<file path="config.mk">
export PLATFORM = sky130hd
export DESIGN_NAME = keccak_cust5_sequencer
export DESIGN_NICKNAME = d
export VERILOG_FILES = /design/src/rtl/keccak_cust5_pkg.sv /design/src/rtl/keccak_lane_mux.sv /design/src/rtl/keccak_cust5_sequencer.sv
export SDC_FILE = /design/constraint.sdc
export NUM_CORES = 1
export LEC_CHECK = 0
export CAP_MARGIN = 15
export CELL_PAD_IN_SITES_DETAIL_PLACEMENT = 1
export CELL_PAD_IN_SITES_GLOBAL_PLACEMENT = 1
export CORE_MARGIN = 10
export CORE_UTILIZATION = 33
export CTS_BUF_LIST = sky130_fd_sc_hd__clkbuf_4 sky130_fd_sc_hd__clkbuf_8 sky130_fd_sc_hd__clkbuf_16
export CTS_CLUSTER_DIAMETER = 150
export CTS_CLUSTER_SIZE = 12
export DETAILED_ROUTE_END_ITERATION = 12
export PLACE_DENSITY_LB_ADDON = 0.1
export SETUP_SLACK_MARGIN = 0.02
export SLEW_MARGIN = 20
export SYNTH_ARGS = -nofsm -noshare
export SYNTH_HDL_FRONTEND = slang
export SYNTH_SLANG_ARGS = --single-unit
</file>
<file path="constraint.sdc">
create_clock -name clk -period 2.6 [get_ports clk]
set_clock_uncertainty 0.15 [all_clocks]
set_input_delay 0.65 -clock clk [delete_from_list [all_inputs] [get_ports clk]]
set_output_delay 0.65 -clock clk [all_outputs]
set_load 0.05 [all_outputs]
</file>
<file path="src/rtl/keccak_cust5_pkg.sv">
// Shared definitions for the l.cust5 Keccak sequencer.
// Contents: the l.cust5 major opcode, the five sub-op encodings carried in
// insn[4:0], and the sequencer state enumeration.
package keccak_cust5_pkg;

  localparam logic [5:0] CUST5_OPCODE = 6'h3C;

  localparam logic [4:0] OP_RESET  = 5'b00000;
  localparam logic [4:0] OP_START  = 5'b00100;
  localparam logic [4:0] OP_MIDDLE = 5'b00010;
  localparam logic [4:0] OP_END    = 5'b00001;
  localparam logic [4:0] OP_STORE  = 5'b01000;

  typedef enum logic [1:0] {
    ST_IDLE     = 2'd0,
    ST_ABSORB   = 2'd1,
    ST_WAIT_OUT = 2'd2,
    ST_DONE     = 2'd3
  } state_e;

endpackage

</file>
<file path="src/rtl/keccak_lane_mux.sv">
// Registered digest lane selector used by the store sub-op.
// Ports:
//   clk, rst         clock, synchronous active-high reset
//   en_i             an accepted store this cycle
//   zero_i           force a zero result (store outside the DONE state)
//   lane_i           6-bit lane index from limm; indices >= OUT_WORDS read as 0
//   digest_i         latched digest, lane i = digest_i[32*i +: 32]
//   result_o         registered lane value
//   result_valid_o   high for one cycle after each accepted store
module keccak_lane_mux #(
  parameter int OUT_WORDS = 16
) (
  input  logic                      clk,
  input  logic                      rst,
  input  logic                      en_i,
  input  logic                      zero_i,
  input  logic [5:0]                lane_i,
  input  logic [32*OUT_WORDS-1:0]   digest_i,
  output logic [31:0]               result_o,
  output logic                      result_valid_o
);

  localparam int         LW       = (OUT_WORDS > 1) ? $clog2(OUT_WORDS) : 1;
  localparam logic [6:0] LANE_LIM = 7'(OUT_WORDS);

  logic        lane_oob;
  logic [31:0] sel_d;
  logic [31:0] result_q;
  logic        result_valid_q;

  assign lane_oob = ({1'b0, lane_i} >= LANE_LIM);
  assign sel_d    = (zero_i || lane_oob) ? 32'd0 : digest_i[32*lane_i[LW-1:0] +: 32];

  always_ff @(posedge clk) begin
    if (rst) begin
      result_q       <= 32'd0;
      result_valid_q <= 1'b0;
    end else begin
      result_valid_q <= en_i;
      if (en_i) begin
        result_q <= sel_d;
      end
    end
  end

  assign result_o       = result_q;
  assign result_valid_o = result_valid_q;

endmodule

</file>
<file path="src/rtl/keccak_cust5_sequencer.sv">
// EX-stage sequencer that drives a Keccak core for l.cust5 instructions.
// Ports:
//   clk, rst                   clock, synchronous active-high reset
//   insn_valid, ex_freeze      EX holds an l.cust5 / EX is frozen this cycle
//   cust5_op, cust5_limm, opa  sub-op, store lane index, absorb word (rA)
//   kc_in, kc_in_valid,
//   kc_is_last, kc_reset       registered write/reset strobes to the core
//   kc_buffer_full             core cannot take a word this cycle
//   kc_out_ready, kc_out       digest handshake from the core
//   result, result_valid       registered store result to the WB mux
//   stall                      freeze request for IF/ID/EX
//   err                        sticky protocol / timeout error
module keccak_cust5_sequencer
  import keccak_cust5_pkg::*;
#(
  parameter int RATE_WORDS = 34,
  parameter int OUT_WORDS  = 16,
  parameter int TIMEOUT    = 1023
) (
  input  logic                     clk,
  input  logic                     rst,
  input  logic                     insn_valid,
  input  logic                     ex_freeze,
  input  logic [4:0]               cust5_op,
  input  logic [5:0]               cust5_limm,
  input  logic [31:0]              opa,
  output logic [31:0]              kc_in,
  output logic                     kc_in_valid,
  output logic                     kc_is_last,
  output logic                     kc_reset,
  input  logic                     kc_buffer_full,
  input  logic                     kc_out_ready,
  input  logic [32*OUT_WORDS-1:0]  kc_out,
  output logic [31:0]              result,
  output logic                     result_valid,
  output logic                     stall,
  output logic                     err
);

  localparam int             CW           = $clog2(RATE_WORDS + 1);
  localparam int             TW           = $clog2(TIMEOUT + 1);
  localparam logic [CW-1:0]  RATE_LAST    = CW'(RATE_WORDS - 1);
  localparam logic [TW-1:0]  TIMEOUT_LAST = TW'(TIMEOUT - 1);
  localparam logic [6:0]     LANE_LIM     = 7'(OUT_WORDS);

  state_e                   state_q;
  logic [CW-1:0]            word_cnt_q;
  logic [CW-1:0]            word_cnt_d;
  logic [TW-1:0]            timer_q;
  logic [32*OUT_WORDS-1:0]  digest_q;
  logic                     err_q;
  logic [31:0]              kc_in_q;
  logic                     kc_in_valid_q;
  logic                     kc_is_last_q;
  logic                     kc_reset_q;

  logic idle_or_done;
  logic write_legal;
  logic wait_block;
  logic accept;
  logic lane_oob;
  logic store_en;

  assign idle_or_done = (state_q == ST_IDLE) || (state_q == ST_DONE);

  // Sub-ops that will actually push a word into the core this cycle; only
  // these wait on kc_buffer_full.
  assign write_legal = ((cust5_op == OP_START)  && idle_or_done) ||
                       ((cust5_op == OP_MIDDLE) && (state_q == ST_ABSORB)) ||
                       ((cust5_op == OP_END)    && (state_q != ST_WAIT_OUT));

  // While the permutation runs, any write or store is held in EX until the
  // digest lands, so a store coinciding with kc_out_ready reads the new digest.
  assign wait_block = (state_q == ST_WAIT_OUT) &&
                      ((cust5_op == OP_START) || (cust5_op == OP_MIDDLE) ||
                       (cust5_op == OP_END)   || (cust5_op == OP_STORE));

  // The reset sub-op is never stalled so it always wins.
  assign stall    = insn_valid && (cust5_op != OP_RESET) &&
                    (wait_block || (write_legal && kc_buffer_full));
  assign accept   = insn_valid && !ex_freeze && !stall;
  assign lane_oob = ({1'b0, cust5_limm} >= LANE_LIM);
  assign store_en = accept && (cust5_op == OP_STORE);

  // The core flushes itself at a full rate block; the count just wraps.
  assign word_cnt_d = (word_cnt_q == RATE_LAST) ? '0 : word_cnt_q + CW'(1);

  always_ff @(posedge clk) begin
    if (rst) begin
      state_q       <= ST_IDLE;
      word_cnt_q    <= '0;
      timer_q       <= '0;
      digest_q      <= '0;
      err_q         <= 1'b0;
      kc_in_q       <= 32'd0;
      kc_in_valid_q <= 1'b0;
      kc_is_last_q  <= 1'b0;
      kc_reset_q    <= 1'b1;
    end else begin
      kc_in_valid_q <= 1'b0;
      kc_is_last_q  <= 1'b0;
      kc_reset_q    <= 1'b0;

      if (state_q == ST_WAIT_OUT) begin
        timer_q <= timer_q + TW'(1);
        if (kc_out_ready) begin
          digest_q <= kc_out;
          state_q  <= ST_DONE;
        end else if (timer_q == TIMEOUT_LAST) begin
          err_q   <= 1'b1;
          state_q <= ST_IDLE;
        end
      end

      // Placed after the WAIT_OUT update so a reset sub-op overrides it.
      if (accept) begin
        case (cust5_op)
          OP_RESET: begin
            kc_reset_q <= 1'b1;
            state_q    <= ST_IDLE;
            word_cnt_q <= '0;
            timer_q    <= '0;
            digest_q   <= '0;
            err_q      <= 1'b0;
          end
          OP_START: begin
            if (idle_or_done) begin
              // Core applies the reset before the write in the same cycle.
              kc_reset_q    <= 1'b1;
              kc_in_q       <= opa;
              kc_in_valid_q <= 1'b1;
              word_cnt_q    <= CW'(1);
              state_q       <= ST_ABSORB;
            end else begin
              err_q <= 1'b1;
            end
          end
          OP_MIDDLE: begin
            if (state_q == ST_ABSORB) begin
              kc_in_q       <= opa;
              kc_in_valid_q <= 1'b1;
              word_cnt_q    <= word_cnt_d;
            end else begin
              err_q <= 1'b1;
            end
          end
          OP_END: begin
            if (state_q == ST_ABSORB) begin
              kc_in_q       <= opa;
              kc_in_valid_q <= 1'b1;
              kc_is_last_q  <= 1'b1;
              word_cnt_q    <= word_cnt_d;
              timer_q       <= '0;
              state_q       <= ST_WAIT_OUT;
            end else if (idle_or_done) begin
              // Single-word message: start and end fused.
              kc_reset_q    <= 1'b1;
              kc_in_q       <= opa;
              kc_in_valid_q <= 1'b1;
              kc_is_last_q  <= 1'b1;
              word_cnt_q    <= CW'(1);
              timer_q       <= '0;
              state_q       <= ST_WAIT_OUT;
            end else begin
              err_q <= 1'b1;
            end
          end
          OP_STORE: begin
            if ((state_q != ST_DONE) || lane_oob) begin
              err_q <= 1'b1;
            end
          end
          default: begin
            err_q <= 1'b1;
          end
        endcase
      end
    end
  end

  keccak_lane_mux #(
    .OUT_WORDS (OUT_WORDS)
  ) u_lane_mux (
    .clk            (clk),
    .rst            (rst),
    .en_i           (store_en),
    .zero_i         (state_q != ST_DONE),
    .lane_i         (cust5_limm),
    .digest_i       (digest_q),
    .result_o       (result),
    .result_valid_o (result_valid)
  );

  assign kc_in       = kc_in_q;
  assign kc_in_valid = kc_in_valid_q;
  assign kc_is_last  = kc_is_last_q;
  assign kc_reset    = kc_reset_q;
  assign err         = err_q;

endmodule

</file>
# After elaboration in Yosys (flattened, before gate mapping)
# Cells that the tools add are included.
dict set report classes {
  eq_ne 11
  n_mux 38
  order_cmp 1
  bitwise_logic 2
  reduce_logical 27
  add_sub_neg 1
  shifts 1
}
# op count
set ops {}
lappend ops {{512-bit two-way mux} 4}
lappend ops {{512-bit by 10-bit indexed part select with 32-bit output} 1}
lappend ops {{32-bit two-way mux} 4}
lappend ops {{32-bit one-hot mux with 3 select lines} 1}
lappend ops {{10-bit two-way mux} 4}
lappend ops {{10-bit one-hot mux with 2 select lines} 1}
lappend ops {{2-bit two-way mux} 7}
lappend ops {{1-bit two-way mux} 13}
lappend ops {{10-bit by 1-bit adder with 10-bit output (second input constant)} 1}
lappend ops {{10-bit == test (second input constant)} 1}
lappend ops {{1-bit logical AND} 10}
lappend ops {{1-bit logical OR} 8}
lappend ops {{6-bit by 5-bit >= comparator with 1-bit output (second input constant)} 1}
lappend ops {{1-bit one-hot mux with 3 select lines} 2}
lappend ops {{2-bit one-hot mux with 3 select lines} 1}
lappend ops {{5-bit by 1-bit == test with 1-bit output (second input constant)} 1}
lappend ops {{5-bit by 2-bit == test with 1-bit output (second input constant)} 1}
lappend ops {{5-bit by 3-bit == test with 1-bit output (second input constant)} 1}
lappend ops {{5-bit by 4-bit == test with 1-bit output (second input constant)} 1}
lappend ops {{5-bit logical NOT} 1}
lappend ops {{1-bit one-hot mux with 5 select lines} 1}
lappend ops {{5-bit nonzero test} 1}
lappend ops {{2-bit == test (second input constant)} 2}
lappend ops {{2-bit != test (second input constant)} 2}
lappend ops {{other kinds (9)} 11}
dict set report word_totals {
  elab_cells 91
  out_inout_bits 70
  register_bits 593
}

# Depth between registers and ports, before layout
dict set report logic_depth {
  word_depth 12
  ltp_mapped 9
  mapped_depth_nobuf 8
}

# Hierarchy
# Synthesis repeated with hierarchy kept, for this count alone.
dict set report hier_totals {
  cells_unflattened 2931
  area_unflattened_um2 24913.9
}
# module instances cells_each area_each_um2
set modules_own_cells {}
lappend modules_own_cells {keccak_cust5_sequencer 1 2487 19717.7}
lappend modules_own_cells {keccak_lane_mux 1 444 5196.2}

# Worst setup path before layout
# No wires, ideal clock.
dict set report synth_path {
  kind {input to output}
  from {in cust5_op[2]}
  to {out stall}
  required_time_ns 1.800
  slack_ns -0.214
  arrival_ns 2.014
  n_path_buf 2
  stages 6
  cell_sequence {buf_2 > or3_1 > buf_6 > nor3_1 > o31a_1 > o221a_4}
}
dict set report synth_via {
  elab_chain_len 7
}
# item line_no
set synth_rtl {}
lappend synth_rtl {{start, declared} keccak_cust5_sequencer.sv:24} ;# input logic [4:0] cust5_op,
lappend synth_rtl {{5-bit by 3-bit == test with 1-bit output or 5-bit by 2-bit == test with 1-bit output (tied branches)} --}
lappend synth_rtl {{1-bit logical OR, or another cell as far along} keccak_cust5_sequencer.sv:75} ;# ((cust5_op == OP_START) || (cust5_op == OP_MIDDLE) ||
lappend synth_rtl {{1-bit logical OR (on tied branches)} {keccak_cust5_sequencer.sv:75, keccak_cust5_sequencer.sv:68}}
lappend synth_rtl {{1-bit logical OR (on tied branches)} {keccak_cust5_sequencer.sv:76, keccak_cust5_sequencer.sv:69}}
lappend synth_rtl {{1-bit logical AND (on tied branches)} {keccak_cust5_sequencer.sv:74, keccak_cust5_sequencer.sv:80}}
lappend synth_rtl {{1-bit logical OR} keccak_cust5_sequencer.sv:80} ;# (wait_block || (write_legal && kc_buffer_full));
lappend synth_rtl {{1-bit logical AND *} keccak_cust5_sequencer.sv:79} ;# assign stall = insn_valid && (cust5_op != OP_RESET) &&
lappend synth_rtl {{end, declared} keccak_cust5_sequencer.sv:36} ;# output logic stall,
# Mark *: on every way between the ends. The rest lies on a longest branch, timed or not.

# Final worst setup path
# Ends and elaborated chain as after synthesis.

==> impl_results.md <==
- Min Tclk post-route: around 3 ns
- Placed Area: 32800 sq um
- Pwr per Cell Area: 526 nW/um^2
- # IOs: about 630
- Clk buf depth: 3
- Synth-to-Final Area Change: 41.5%
- H-tree levels: 2
- Worst-Margin Slew: 0.674 ns
- CP Capture Type: primary output
- RSZ-0062 raised after global routing: yes
- Fmax: 335 MHz
- Fin cells: around 4400
- Net Count, Synth: ~3400
- Largest net degree at the start of global routing: 75
- Kind of critical path: in -> out
- Hpwl dp: 83.7 mm
- Num CTS Buffers: 55
- Ys Warns: 0
- Final wirelength: 106 mm
- Max Cap Viol: 0
- Cell variety after synth: 45
- Total via count in the routed design: approximately 23000
- WP buf/inv: 2
- Post-layout power: 18200 uW
- Violations in the final reports: negative setup slack
- Dpl cells: 4291
- Vias in the first global route: approximately 24000
- Cell Chain, Critical Path: clkdlybuf4s15_2 > or3_4 > nor3_4 > o31a_1 > o221a_4 > buf_12
- Syn Inst Count: 2789
- Crit Path Max Fanout: 5
- Ys flop type: dfxtp_1
- Period utilization: 115%
- First-pass GRT wire length: around 160 mm
- Worst setup margin: -0.382 ns
- CTS tree: done
- Setup-failing EPs final: 1
- Data arrival time of the worst path: 2.18 ns
- TritonCTS Sinks: 593
- Via/cell ratio: roughly 5.1
- Wire length per cell: ~24 microns
- Avg Cell Area, Syn: 8.79 sq um
- Multi-input logic area: approximately 12000 sq um
- Most common cell after layout, fill and taps aside: nand2_1
- Chip Height: between 200 and 300 microns
- Register area share after synthesis: 48.5%
- DR pass1 iterations: 5
- Residual DRC: 0
- Leakage power: 0.0118 uW
- Max Transition Viols Final: 0
- CTS Root Cell: clkbuf_16
- Worst slew margin: 55.3%
- Initial antenna violation count: 49
- Worst setup SP type: input pin
- Total GRT Usage: between 20% and 30%
- Initial Util: 33.4%
- Port buffer count: 630
- Die width: 292 microns
- Outcome: finished, violations left
- Design area: 34700 sq um
- Area of the core: 73300 sq um
- Seq. cell area: approximately 12000 sq um
- FP Rows: 99
- Post-synth EDFFs: 0
- #FFs+latches synth: 593
- Slowest stage delay, CP: 0.45 ns
- Layout fillers: 8400
- Antenna viol nets, final: 0
- CP top delay family: simple AND/OR/NAND/NOR gates
- Nets: 3977
- Worst skew pair latency: about 0.62 ns
- IR drop worst, VDD: 0.000505 V
- Async SR Flop Fraction: 0%
- GRT Residual Overflow: 0
- Clock slew at reported path FFs: 0.06 ns
- Die ar.: 85500 sq um
- Critical path required time: ~1.8 ns
- First DRT Iteration DRCs: between 1000 and 1500
- Most frequent cells in the layout: nand2_1, dfxtp_1, clkdlybuf4s50_1
- Hold Violations, Final: 0
- Hold crit path type: reg -> reg
- Synth Cell Area: 24500 sq um
- Layout cells sized above 1: 12.8%
- CP max-delay cell: or3_4
- RePlAce Congestion: 0.867
power breakdown:
| part | switching (uW) | internal [uW] |
|---|---|---|
| Clock | 3430 | 3830 |
| Sequential | 27.1 | 9130 |
| Combinational | 739 | 1090 |
worst reg2reg max path: stages (launching register included):
cell       delay, ns
dfxtp_4         0.35
buf_6           0.12
ha_4            0.15
nand3b_1        0.14
nor2_2          0.06
o31a_1          0.31
buf_4           0.15
nor4_4          0.35
clkbuf_16       0.22
buf_12          0.12
buf_4           0.12
nor2_4          0.07
o2bb2ai_2       0.14
kinds of logic after synthesis:
family / synth area share (%)
adder cells (fa/ha/maj): 0.255
AO/OA/AOI/OAI: 12.2
XOR/XNOR: 0.357
flip-flops: 48.5
multiplexers: 16.1
buffers and inverters: 4.46
AND/OR/NAND/NOR: 18.2
final cells by class:
type / count / area share [%]
repair buffers: 792 / 23.6
flip-flops and latches: 593 / 34.3
clock inverters: 1 / 0.0253
inverters: 36 / 0.390
diodes: 25 / 0.180
well taps: 959 / 3.46
multi-input cells: 1933 / 34.0
clock buffers: 57 / 4.11
Yosys cell counts, drive strengths merged, types with 2 or more instances:
| library cell | instances | share of area [%] |
|---|---|---|
| a211oi | 2 | 0.061 |
| a21oi | 518 | 11 |
| a221oi | 2 | 0.097 |
| and3 | 5 | 0.13 |
| buf | 90 | 1.8 |
| clkbuf | 139 | 2.1 |
| dfxtp | 593 | 48 |
| ha | 5 | 0.26 |
| inv | 35 | 0.54 |
| mux2i | 33 | 1.3 |
| mux4 | 160 | 15 |
| nand2 | 1097 | 17 |
| nand2b | 3 | 0.077 |
| nand3b | 2 | 0.061 |
| nand4 | 4 | 0.10 |
| nor2 | 24 | 0.38 |
| nor2b | 3 | 0.077 |
| nor3 | 5 | 0.10 |
| nor3b | 3 | 0.092 |
| nor4 | 4 | 0.15 |
| o21ai | 6 | 0.12 |
| o2bb2ai | 31 | 1.1 |
| or4 | 3 | 0.11 |
| xor2 | 9 | 0.32 |
path summary, 6_finish.rpt:
check	from	endpoint	slack [ns]	cells after the start
max	cust5_op[2]	stall	-0.38	6
min	digest_q[228]	digest_q[228]	0.30	2
max reg2reg	state_q[0]	u_lane_mux.result_o[6]	0.06	12
min reg2reg	digest_q[228]	digest_q[228]	0.30	2
routing by layer:
| layer | up-vias | track usage, % | wire length, microns |
|---|---|---|---|
| met5 | - | 0 | 123 |
| met4 | 20 | 6.71 | 2600 |
| met3 | 138 | 5.30 | 6820 |
| met2 | 598 | 39.7 | 51000 |
| met1 | 11156 | 30.8 | 45700 |
| li1 | 10611 | - | - |
metrics by stage:
step	TNS, ns	hold slack, ns	setup WS [ns]	utilization (%)
final	-0.382	0.303	-0.382	47.3
after global routing	-0.586	0.318	-0.464	47.2
after CTS	-0.408	0.304	-0.408	46.8
after detailed placement	-305.66	0.295	-0.786	44.7
after global placement	-305.80	0.288	-0.713	44.7
after floorplan	-1.02	0.283	-0.136	-
timing repair:
| action | in CTS | in global routing |
|---|---|---|
| hold buffers | 0 | 0 |
| gates cloned | 1 | 5 |
| resized for setup | 81 | 24 |
| endpoints found under the hold margin | 0 | 0 |
| setup buffers | 11 | 7 |
| setup endpoints to repair | 131 | 58 |
| pin swaps | 12 | 13 |
state kept, by name, summed over array words and instances, names as in the netlist:
signal and flops:
u_lane_mux.result_valid_o 1, digest_q 512, err 1, u_lane_mux.result_o 32, state_q 2, timer_q 10, kc_is_last 1, kc_in_valid 1
kc_in 32, kc_reset 1
(Power assumes the default switching activity.)
